### src/rtl/fixed_to_float.sv
// Signed fixed-point to IEEE-754 single converter, iterative normaliser.
// Optional FIXED_TO_FLOAT_SHIFT4_EN: skip four leading zeros per clock.
module fixed_to_float #(
  parameter int INTS = 1,
  parameter int FRACS = 21,
  localparam int WIDTH = 1 + INTS + FRACS
) (
  input  logic             clk,
  input  logic             reset,
  input  logic [WIDTH-1:0] in_fixed,
  input  logic             in_valid,
  output logic             in_ready,
  output logic [31:0]      out_float,
  output logic             out_valid,
  input  logic             out_ready
);

  localparam int MW = INTS + FRACS;
  localparam logic [WIDTH-1:0] ONE = WIDTH'(1);
  localparam logic [7:0] EXP0 = 8'(127 + INTS);

  typedef enum logic [1:0] {
    IDLE,
    NORM,
    DONE
  } state_t;

  state_t state, stateNext;
  logic [WIDTH-1:0] mag, magNext;
  logic [7:0] expR, expNext;
  logic signR, signNext;
  logic [31:0] floatR, floatNext;
  logic [22:0] frac;

  // mag[MW] is the hidden bit; the rest is left-aligned
  assign frac = 23'(mag[MW-1:0]) << (23 - MW);

  assign in_ready = (state == IDLE);
  assign out_valid = (state == DONE);
  assign out_float = floatR;

  always_comb begin
    stateNext = state;
    magNext = mag;
    expNext = expR;
    signNext = signR;
    floatNext = floatR;
    unique case (state)
      IDLE: begin
        if (in_valid) begin
          signNext = in_fixed[WIDTH-1];
          magNext = in_fixed[WIDTH-1]
                  ? (~in_fixed + ONE)
                  : in_fixed;
          expNext = EXP0;
          if (magNext == '0) begin
            floatNext = '0;
            stateNext = DONE;
          end else begin
            stateNext = NORM;
          end
        end
      end
      NORM: begin
        if (mag[MW]) begin
          floatNext = {signR, expR, frac};
          stateNext = DONE;
        end
`ifdef FIXED_TO_FLOAT_SHIFT4_EN
        else if (mag[MW -: 4] == 4'd0) begin
          magNext = mag << 4;
          expNext = expR - 8'd4;
        end
`endif
        else begin
          magNext = mag << 1;
          expNext = expR - 8'd1;
        end
      end
      DONE: begin
        if (out_ready) stateNext = IDLE;
      end
      default: stateNext = IDLE;
    endcase
  end

  always_ff @(posedge clk) begin
    if (reset) begin
      state <= IDLE;
      mag <= '0;
      expR <= '0;
      signR <= 1'b0;
      floatR <= '0;
    end else begin
      state <= stateNext;
      mag <= magNext;
      expR <= expNext;
      signR <= signNext;
      floatR <= floatNext;
    end
  end

endmodule

### config.mk
export PLATFORM = sky130hd
export DESIGN_NAME = fixed_to_float
export DESIGN_NICKNAME = d
export VERILOG_FILES = /design/src/rtl/fixed_to_float.sv
export SDC_FILE = /design/constraint.sdc
export NUM_CORES = 1
export LEC_CHECK = 0
export CAP_MARGIN = 0
export CORE_MARGIN = 3
export CORE_UTILIZATION = 35
export CTS_CLUSTER_SIZE = 30
export DETAILED_ROUTE_END_ITERATION = 8
export PLACE_DENSITY_LB_ADDON = 0.08
export SYNTH_ARGS = -nofsm -noshare
export SYNTH_HDL_FRONTEND = slang
export SYNTH_SLANG_ARGS = --single-unit
### constraint.sdc
create_clock -name clk -period 3.85 [get_ports clk]
set_clock_uncertainty 0.2 [all_clocks]
set_input_delay 1.155 -clock clk [delete_from_list [all_inputs] [get_ports clk]]
set_output_delay 1.155 -clock clk [all_outputs]
set_load 0.005 [all_outputs]
==> run metrics <==
dpl cell area 0.00499 sq mm; Post-synth top flop dfxtp_1; min Tclk post-route 3770 ps; slowest stage delay, CP 520 ps; max-slew violations 0; First-pass DRT Iterations 4; Placer Congestion 0.805; EDFF count, synth 0; Synth Register Bits 65; Netlist cell types 53; Clock Latency Late Sink 350 ps; cell at the slowest stage of the critical path or4_4; Post-DRT Antenna Nets 0; Worst path most repeated cell or4_4; final hold slack 259 ps; Hold Crit Start signR; H-tree Lvls 3; drt drc 0; largest net degree at the start of global routing 58; Worst Tran Pin Value approximately 1200 ps; cells after synthesis around 440; Mapped Area 0.00382 sq mm; area grow syn2layout 42.8%; Syn Area/Cell 8.62 sq um; Overall Power roughly 1.9 mW; final core occ 0.521; dominant cell type by area after synthesis dfxtp_1; cts hold-fix bufs 0; Critical R2R Launch state[0]; Synth warnings 0; Req. time, crit path 3870 ps; Arr. time, crit path 3790 ps; Rows 37; Max clock buf depth 2; register clock-pin slew on the reported worst setup and hold paths 70 ps; most common cell in the netlist dfxtp_1; Worst VDD drop 133 uV; first-pass GRT wire length 18.5 mm; PortBufs approximately 60; # diodes 0; Worst Reg2Reg Path Length in Cells 5; Via density 5.33; Remaining Overflow, GRT 0; outcome complete, no violations; vias in the first global route 3591; hold path endpoint signR; Nets between 500 and 600; Avg WL per Cell 16.0 microns; DR vias 3729; Setup-failing EPs final 0; initial antenna violation count 0; clock sinks 65; Max-Slew Margin vs Limit 0.222; crit path cell chain buf_6 > or4_4 > or4_4 > or4_4 > o211ai_4 > nand4_4 > nor4_4 > buf_4 > buf_12 > buf_8 > o41ai_2; die area 0.0122 sq mm; Final period util 0.979; Worst Hold Class reg -> reg; largest cells by area after synthesis dfxtp_1, o41ai_2, a32oi_1; Async SR Flop Fraction 0; cts bufs inserted 9; Reg2Reg Setup Slack 1360 ps; Critical Path End Type register; Critical Path Fanout Max 7; Pwr per Cell Area 346 mW/mm^2; fraction of layout cells with a size suffix above 1 0.270; worst reg2reg endpoint out_float[2]; Hold Vio Cnt, Final 0; Post-DP HPWL 7.93 mm; Die X 110 microns; Die Y-Extent 110 microns; Crit path max-delay family simple AND/OR/NAND/NOR gates; leakage power 2.24 nW; share of the synthesized area in the top cell type 0.341; most frequent cells after synthesis dfxtp_1, nor2_1, inv_1; startpoint types input pin; initial cell density of the core 0.365; post-synthesis sequential area ratio 0.341; DR iter-0 viols ~210; num ports 61; wirelength, routed between 10 and 15 mm; WHS Path Cells 2; CTS tree yes; Syn Nets 472; CTS root buf clkbuf_8; Max-Cap Viols 0; Buf/Inv on CP 4; Max Freq 265 MHz; total track usage 0.184; post-route design area 0.00545 sq mm; core box area around 0.010 sq mm; Crit Path Class in -> reg
## report_power, final
group / switching (mW) / leakage [nW] / internal [mW] / total, mW
clock network: 0.262 / 0.112 / 0.365 / 0.628
registers: 0.0713 / 0.531 / 0.737 / 0.808
logic: 0.248 / 1.60 / 0.203 / 0.451
total: 0.582 / 2.24 / 1.30 / 1.89
## sequential cells by signal (all words and copies together), names as in the netlist
signal	cells
out_float	31
expR	8
state	2
signR	1
mag	23
## area by class of cell
class,count,area [sq um]
clock inverter,2,35.0
multi-input combinational,298,2300
clock buffer,13,179
inverter,38,143
fill,1011,5010
timing repair buffer,147,1320
tap,136,170
sequential,65,1300
## how the worst max path moves through the flow
stage / from / to / slack, ps / cells past startpoint
after floorplan: in_fixed[12] / out_float[10] / -100 / 9
after global placement: in_fixed[12] / out_float[4] / -970 / 9
after detailed placement: in_fixed[12] / out_float[2] / -980 / 9
after CTS: in_fixed[15] / out_float[2] / -120 / 11
after global routing: in_fixed[0] / out_float[5] / -20 / 15
final: in_fixed[15] / out_float[2] / 80 / 11
## cell families (layout without fill, tap and decap cells)
| logic type | Yosys count | count (layout) | synth area share |
|---|---|---|---|
| buf+inv | 80 | 200 | 0.0878 |
| simple gates | 121 | 121 | 0.163 |
| compound gates | 143 | 143 | 0.328 |
| other cells | 1 | 1 | 0.000982 |
| mux | 4 | 4 | 0.0108 |
| xor+xnor | 27 | 27 | 0.0619 |
| flops | 65 | 65 | 0.341 |
| fa+ha+maj | 2 | 2 | 0.00655 |
## placed cells by master (no fill, tap or decap), types with 6 or more instances in the layout
| cell | n |
|---|---|
| a2111oi_0 | 8 |
| o41ai_1 | 7 |
| inv_1 | 38 |
| xnor2_1 | 10 |
| a21oi_1 | 8 |
| buf_6 | 8 |
| clkdlybuf4s50_1 | 47 |
| nor3_1 | 12 |
| o41ai_2 | 24 |
| nand3_1 | 7 |
| nand2_1 | 21 |
| dfxtp_1 | 64 |
| nand2b_1 | 6 |
| o211a_1 | 9 |
| buf_4 | 78 |
| o21ai_0 | 31 |
| clkbuf_8 | 13 |
| nor4_1 | 6 |
| dlymetal6s2s_1 | 6 |
| nor2_1 | 40 |
| o31ai_1 | 7 |
| a32oi_1 | 31 |
| xor2_1 | 17 |
## repair_timing
action / in CTS / in global routing
gates cloned: 1 / 0
pin swaps: 9 / 10
gates resized for setup: 33 / 20
setup buffers: 3 / 5
endpoints found under the setup margin: 32 / 32
## stage by stage
stage	cells	setup slack [ps]	TNS (ps)
5_1_grt	699	-19.5	-152
2_1_floorplan	443	-100	-2600
6_report	699	79.2	0
3_5_place_dp	676	-977	-29870
4_1_cts	695	-123	-3090
3_3_place_gp	676	-974	-29980
## tightest hold or removal path, stage by stage, from the launching register on
cell	delay, ps
dfxtp_1	310
nand2_1	50
a21oi_1	50
## routing by layer
metal,routed length [microns],part of all wire,track usage
met1,5480,0.49,0.265
met2,5030,0.45,0.273
met3,533,0.048,0.0395
met4,174,0.016,0.0558
met5,0,0,0
Power figures use the tool's default switching activity.
